`config.mk`:
```
export PLATFORM = sky130hd
export DESIGN_NAME = sync_debounce
export DESIGN_NICKNAME = d
export VERILOG_FILES = /design/src/rtl/seq_common_pkg.sv /design/src/rtl/sync_ff_chain.sv /design/src/rtl/sync_debounce.sv
export SDC_FILE = /design/constraint.sdc
export NUM_CORES = 1
export LEC_CHECK = 0
export CORE_AREA = 2 2 39 41
export CTS_CLUSTER_DIAMETER = 150
export DETAILED_ROUTE_END_ITERATION = 10
export DIE_AREA = 0 0 41 43
export GPL_ROUTABILITY_DRIVEN = 0
export GPL_TIMING_DRIVEN = 0
export PLACE_DENSITY = 0.61
export SYNTH_ARGS = -nofsm -noshare
export SYNTH_HDL_FRONTEND = slang
export SYNTH_SLANG_ARGS = --single-unit
```
`constraint.sdc`:
```
create_clock -name clk -period 2.7 [get_ports clk]
set_input_delay 0.675 -clock clk [delete_from_list [all_inputs] [get_ports clk]]
set_output_delay 0.675 -clock clk [all_outputs]
set_load 0.02 [all_outputs]
```
`src/rtl/seq_common_pkg.sv`:
```
// Shared FSM state encodings and elaboration-time helpers for the sequential
// input-conditioning blocks.
package seq_common_pkg;

  typedef enum logic {
    ST_STABLE = 1'b0,
    ST_COUNT  = 1'b1
  } state_t;

  // Bits needed to represent values 0 .. value-1.
  function automatic int clog2(input int value);
    int r;
    int v;
    r = 0;
    v = value - 1;
    while (v > 0) begin
      r = r + 1;
      v = v >> 1;
    end
    return r;
  endfunction

endpackage

```
`src/rtl/sync_ff_chain.sv`:
```
// Plain D flip-flop synchronizer chain; stage 0 samples the asynchronous input,
// the last stage is the clk-domain output.
module sync_ff_chain #(
  parameter int   SYNC_STAGES = 2,
  parameter logic RESET_VAL   = 1'b0
) (
  input  logic clk,
  input  logic rst_n,
  input  logic d_in,
  output logic q_out
);

  logic [SYNC_STAGES-1:0] stg;

  always_ff @(posedge clk or negedge rst_n) begin
    if (!rst_n) begin
      stg <= {SYNC_STAGES{RESET_VAL}};
    end else begin
      stg <= {stg[SYNC_STAGES-2:0], d_in};
    end
  end

  assign q_out = stg[SYNC_STAGES-1];

endmodule

```
`src/rtl/sync_debounce.sv`:
```
// Synchronizes and debounces a bouncy asynchronous input; q_out only follows
// the input after it has disagreed with q_out for STABLE_CNT consecutive cycles.
module sync_debounce
  import seq_common_pkg::*;
#(
  parameter int   SYNC_STAGES = 2,
  parameter int   STABLE_CNT  = 16,
  parameter logic RESET_VAL   = 1'b0
) (
  input  logic clk,
  input  logic rst_n,
  input  logic d_in,
  output logic q_out,
  output logic rise_pulse,
  output logic fall_pulse,
  output logic busy
);

  localparam int CNT_W = clog2(STABLE_CNT + 1);
  localparam logic [CNT_W-1:0] CNT_LAST = CNT_W'(STABLE_CNT);

  logic             sync_s;
  state_t           state, state_nxt;
  logic [CNT_W-1:0] cnt, cnt_d, cnt_nxt;
  logic             q_d, rise_d, fall_d;

  sync_ff_chain #(
    .SYNC_STAGES(SYNC_STAGES),
    .RESET_VAL  (RESET_VAL)
  ) u_sync (
    .clk  (clk),
    .rst_n(rst_n),
    .d_in (d_in),
    .q_out(sync_s)
  );

  // cnt stays below STABLE_CNT, so the increment never overflows CNT_W.
  assign cnt_nxt = cnt + CNT_W'(1);

  always_comb begin
    state_nxt = state;
    cnt_d     = cnt;
    q_d       = q_out;
    rise_d    = 1'b0;
    fall_d    = 1'b0;
    if (sync_s == q_out) begin
      // Agreement in COUNT means the candidate was a glitch: drop it silently.
      state_nxt = ST_STABLE;
      cnt_d     = '0;
    end else if (cnt_nxt == CNT_LAST) begin
      state_nxt = ST_STABLE;
      cnt_d     = '0;
      q_d       = sync_s;
      rise_d    = sync_s;
      fall_d    = ~sync_s;
    end else begin
      state_nxt = ST_COUNT;
      cnt_d     = cnt_nxt;
    end
  end

  always_ff @(posedge clk or negedge rst_n) begin
    if (!rst_n) begin
      state      <= ST_STABLE;
      cnt        <= '0;
      q_out      <= RESET_VAL;
      rise_pulse <= 1'b0;
      fall_pulse <= 1'b0;
    end else begin
      state      <= state_nxt;
      cnt        <= cnt_d;
      q_out      <= q_d;
      rise_pulse <= rise_d;
      fall_pulse <= fall_d;
    end
  end

  assign busy = (state == ST_COUNT);

endmodule
```
======== After elaboration in Yosys (flattened, before gate mapping) ========
Index checks and enable logic that the tools add are counted.
W data, S select, Z words.
operators by class
  reductions and logical operators ........ 1
  divide/modulo/power cells ............... 0
  muxes and demuxes ....................... 8
  shifts and indexed selects .............. 0
  eq/ne operators ......................... 2
  multiply operators ...................... 0
  add/sub/neg operators ................... 1
  order comparisons ....................... 0
  bitwise logic cells ..................... 2
operators by type and width
  operator               number
  $mux W5                2
  $mux W1                6
  $add A5 B1 Y5 const B  1
  $eq A5 B5 Y1 const B   1
  $not A1 Y1             2
  $reduce_and A2 Y1      1
  $eq A1 B1 Y1           1
word-level totals
  latch bits .............................. 0
  bits in registers ....................... 11
  bits in read-only memories .............. 0
  output and inout port bits .............. 4
  RAM bits ................................ 0
  bits of input ports ..................... 3
  word-level logic and storage cells ...... 20
  memories ................................ 0

======== Logic depth before layout (Yosys ltp) ========
  depth in word-level cells ............... 4
  depth in mapped cells ................... 4
  gate-level depth less buffers ........... 4

======== Cells and area by module ========
Synthesis repeated with hierarchy kept, for this count alone.
second synthesis, totals
  cells, all modules ...................... 34
  area, all modules ....................... 442.9 um^2
by module, submodules not included
  module         instances  area each (um^2)  cells an instance
  sync_debounce  1          392.9             32
  sync_ff_chain  1          50.0              2

======== Worst setup path before layout ========
No wires, ideal clock.
  kind .................................... register -> register
  start point ............................. register cnt[0]
  end point ............................... register q_out
  path slack .............................. 1,423 ps
  buffers on the path ..................... 0
  data arrival time ....................... 1,152 ps
  cell stages (with the launch flop) ...... 5
  library setup time ...................... 125 ps
  path through ............................ dfrtp_1 ha_1 nand2_1 a21oi_4 mux2_4
between the ends
  longest elaborated chain between the ends .. 3
RTL lines
  element                      line                 RTL
  start: declaration           sync_debounce.sv:24  logic [CNT_W-1:0] cnt, cnt_d, cnt_nxt;
  start signal: assignment     sync_debounce.sv:71  cnt <= cnt_d;
  $add A5 B1 Y5                sync_debounce.sv:38  assign cnt_nxt = cnt + CNT_W'(1);
  $eq A5 B5 Y1                 sync_debounce.sv:50  end else if (cnt_nxt == CNT_LAST) begin
  $reduce_and A2 Y1 (no line)  -
  end signal: assignment       sync_debounce.sv:72  q_out <= q_d;
  end: declaration             sync_debounce.sv:13  output logic q_out,
No other way between the ends.
A chain may end at the register's enable or synchronous reset.

======== Worst setup path after layout ========
  start point ............................. register q_out
  end point ............................... output q_out
No word-level cell between the ends.

==> results_dict.tcl <==
set metrics [dict create \
    cp.arrival_ns 1.30 \
    worst-path-stages 1 \
    critical_path_class "reg -> out" \
    crit_slowest_cell "clkdlybuf4s50_1" \
    hold_end "u_sync.stg[1]$_DFF_PN0_" \
    cts.path.max_buffers 2 \
    core_area_sq_um 1380 \
    synth.most_common_cell "dfrtp_1" \
    rsz0062_at_grt "false" \
    ys.warnings.count 0 \
    rows 14 \
    tns_ns 0 \
    netlist_area_sq_um 444 \
    synth_seq_area_share 0.620 \
    relSlewSlack 0.665 \
    slowest_delay_ns 0.63 \
    skew_ns 0.00251 \
    dp_hpwl_um 459 \
    leakagePower_uw 0.000241 \
    gr-total-overflow 0 \
    crit_buf_inv 1 \
    worstPathCellList "clkdlybuf4s50_1" \
    num_vias 275 \
    hold_buffers 0 \
    tightest_slew_ns 0.499 \
    hold_class "reg -> reg" \
    drive_gt1_frac 0.159 \
    setup_viol 0 \
    synth_common_cells "dfrtp_1, nor2_1, nand2_1, xnor2_1" \
    postCtsSetupBuffers 0 \
    grt_use_met1 0.127 \
    crit_required_ns 2.03 \
    cts_root_buffer "clkbuf_4" \
    hold_depth 0 \
    met2_usage 0.134 \
    via_per_inst 4.58 \
    utilization 0.398 \
    netlist.top_cell.by_area "dfrtp_1" \
    clock-sinks 11 \
    synth_cell_types 19 \
    max_cap_viol_count 0 \
    antenna_found_initial 0 \
    grt_pass1_vias 278 \
    synth_edf_count 0 \
    r2r_slack_ns 1.33 \
    numCtsBuffers 3 \
    dieHeight_um 43 \
    placed_cells 56 \
    grt_max_degree 12 \
    avgSynthCellArea_sq_um 13.1 \
    fin_cells 60 \
    cts_tree "done" \
    ff2ff_path_depth 4 \
    drtAntennaViolNets 0 \
    drc 0 \
    cts_max_level 1 \
    grt_use_met3 0.0785 \
    status "finished clean" \
    cts-resized-gates 0 \
    synthesis.nets 38 \
    syn_inst 34 \
    clock_latency_ns 0.26 \
    grt_usage 0.101 \
    r2r-end "q_out$_DFFE_PN0P_" \
    layout_min_cycle_time_ns 1.98 \
    port_buffers 6 \
    r2r_start "cnt[0]$_DFF_PN0_" \
    yosys-top-cells-area "dfrtp_1, xnor2_1, a21oi_4" \
    synthToLayoutAreaGrowth_pct 23.9 \
    drtPass1Iterations 2 \
    maxSlewViolCount 0 \
    hold_start "u_sync.stg[0]$_DFF_PN0_" \
    fmax_mhz 506 \
    crit_path_end_kind "primary output" \
    drt_iter0_markers 2 \
    ys_ff_latch 11 \
    nets 49 \
    grt_pass1_wl_um 1150 \
    hold_violations 0 \
    routed_wl_um 634 \
    power.density_nw_per_um2 548 \
    post-route-period-util 0.732 \
    design.die.area_sq_um 1760 \
    cp_top_family "buffers and inverters" \
    die-width_um 41 \
    synth_top_area_frac 0.620 \
    path_max_fanout 5 \
    clk_pin_slew_ns 0.07 \
    synth_top_flop_cell "dfrtp_1" \
    ir_drop_uv 412 \
    route.detailed.wl_per_inst_um 10.6 \
    start_util 0.321 \
    diodes 0 \
    busiest_layer "met2" \
    ys_async_sr_fraction 1.00 \
    worst_setup_path_start_kind "flop" \
    ios 7 \
]
==> metrics by stage <==
stage	instance area (sq um)	power (uW)	hold WS [ns]	setup slack, ns
2_1_floorplan	444	188	0.331	1.42
3_3_place_gp	524	197	0.332	1.01
3_5_place_dp	524	198	0.337	1.01
4_1_cts	551	308	0.352	0.715
5_1_grt	551	320	0.372	0.667
6_report	551	301	0.348	0.722
==> worst max path at each step <==
| stage | startpoint | slack [ns] | end |
|---|---|---|---|
| finish | q_out$_DFFE_PN0P_ | 0.72 | q_out |
| global placement | q_out$_DFFE_PN0P_ | 1.01 | q_out |
| detailed placement | q_out$_DFFE_PN0P_ | 1.01 | q_out |
| global route | q_out$_DFFE_PN0P_ | 0.67 | q_out |
| floorplan | cnt[0]$_DFF_PN0_ | 1.42 | q_out$_DFFE_PN0P_ |
| CTS | q_out$_DFFE_PN0P_ | 0.72 | q_out |
==> cell type report <==
class,instances,area [sq um]
sequential,11,275
timing repair buffer,6,60.1
tap,16,20.0
fill,142,833
clock buffer,4,26.3
multi-input combinational,23,169
==> layout by cell type, fill, tap and decap left out, drive strengths merged <==
| cell type | n |
|---|---|
| clkdlybuf4s50 | 6 |
| mux2 | 1 |
| nor2 | 4 |
| ha | 1 |
| a21oi | 2 |
| nor2b | 1 |
| nor3 | 1 |
| nand2 | 2 |
| nand3b | 1 |
| clkbuf | 4 |
| nand3 | 2 |
| nand4 | 1 |
| and3b | 2 |
| and2b | 1 |
| xnor2 | 2 |
| o21ai | 1 |
| dfrtp | 11 |
| xor2 | 1 |
==> sequential cells by signal, indices dropped and copies added (netlist names) <==
register    count
rise_pulse      1
q_out           1
cnt             5
fall_pulse      1
u_sync.stg      2
busy            1
==> per-layer routing <==
metal | part of all wire | vias up | wire (um)
li1 | - | 135 | -
met1 | 0.43 | 132 | 275
met2 | 0.48 | 8 | 303
met3 | 0.085 | 0 | 54
met4 | 0 | 0 | 0
met5 | 0 | - | 0
==> report_power, final <==
part / switching, uW / internal (uW)
Combinational: 9.12 / 8.66
Clock: 50.4 / 57.1
Sequential: 5.51 / 171
==> kinds of logic (layout without fill, tap and decap cells) <==
kind of cell    after synthesis  in the layout  share of synthesized area
simple gates                 15             15                      0.200
flops                        11             11                      0.620
compound gates                3              3                     0.0591
xor+xnor                      3              3                     0.0592
fa+ha+maj                     1              1                     0.0282
mux                           1              1                     0.0338
buf+inv                       0             10                          0
No activity file was read; power rests on OpenSTA's default activity.
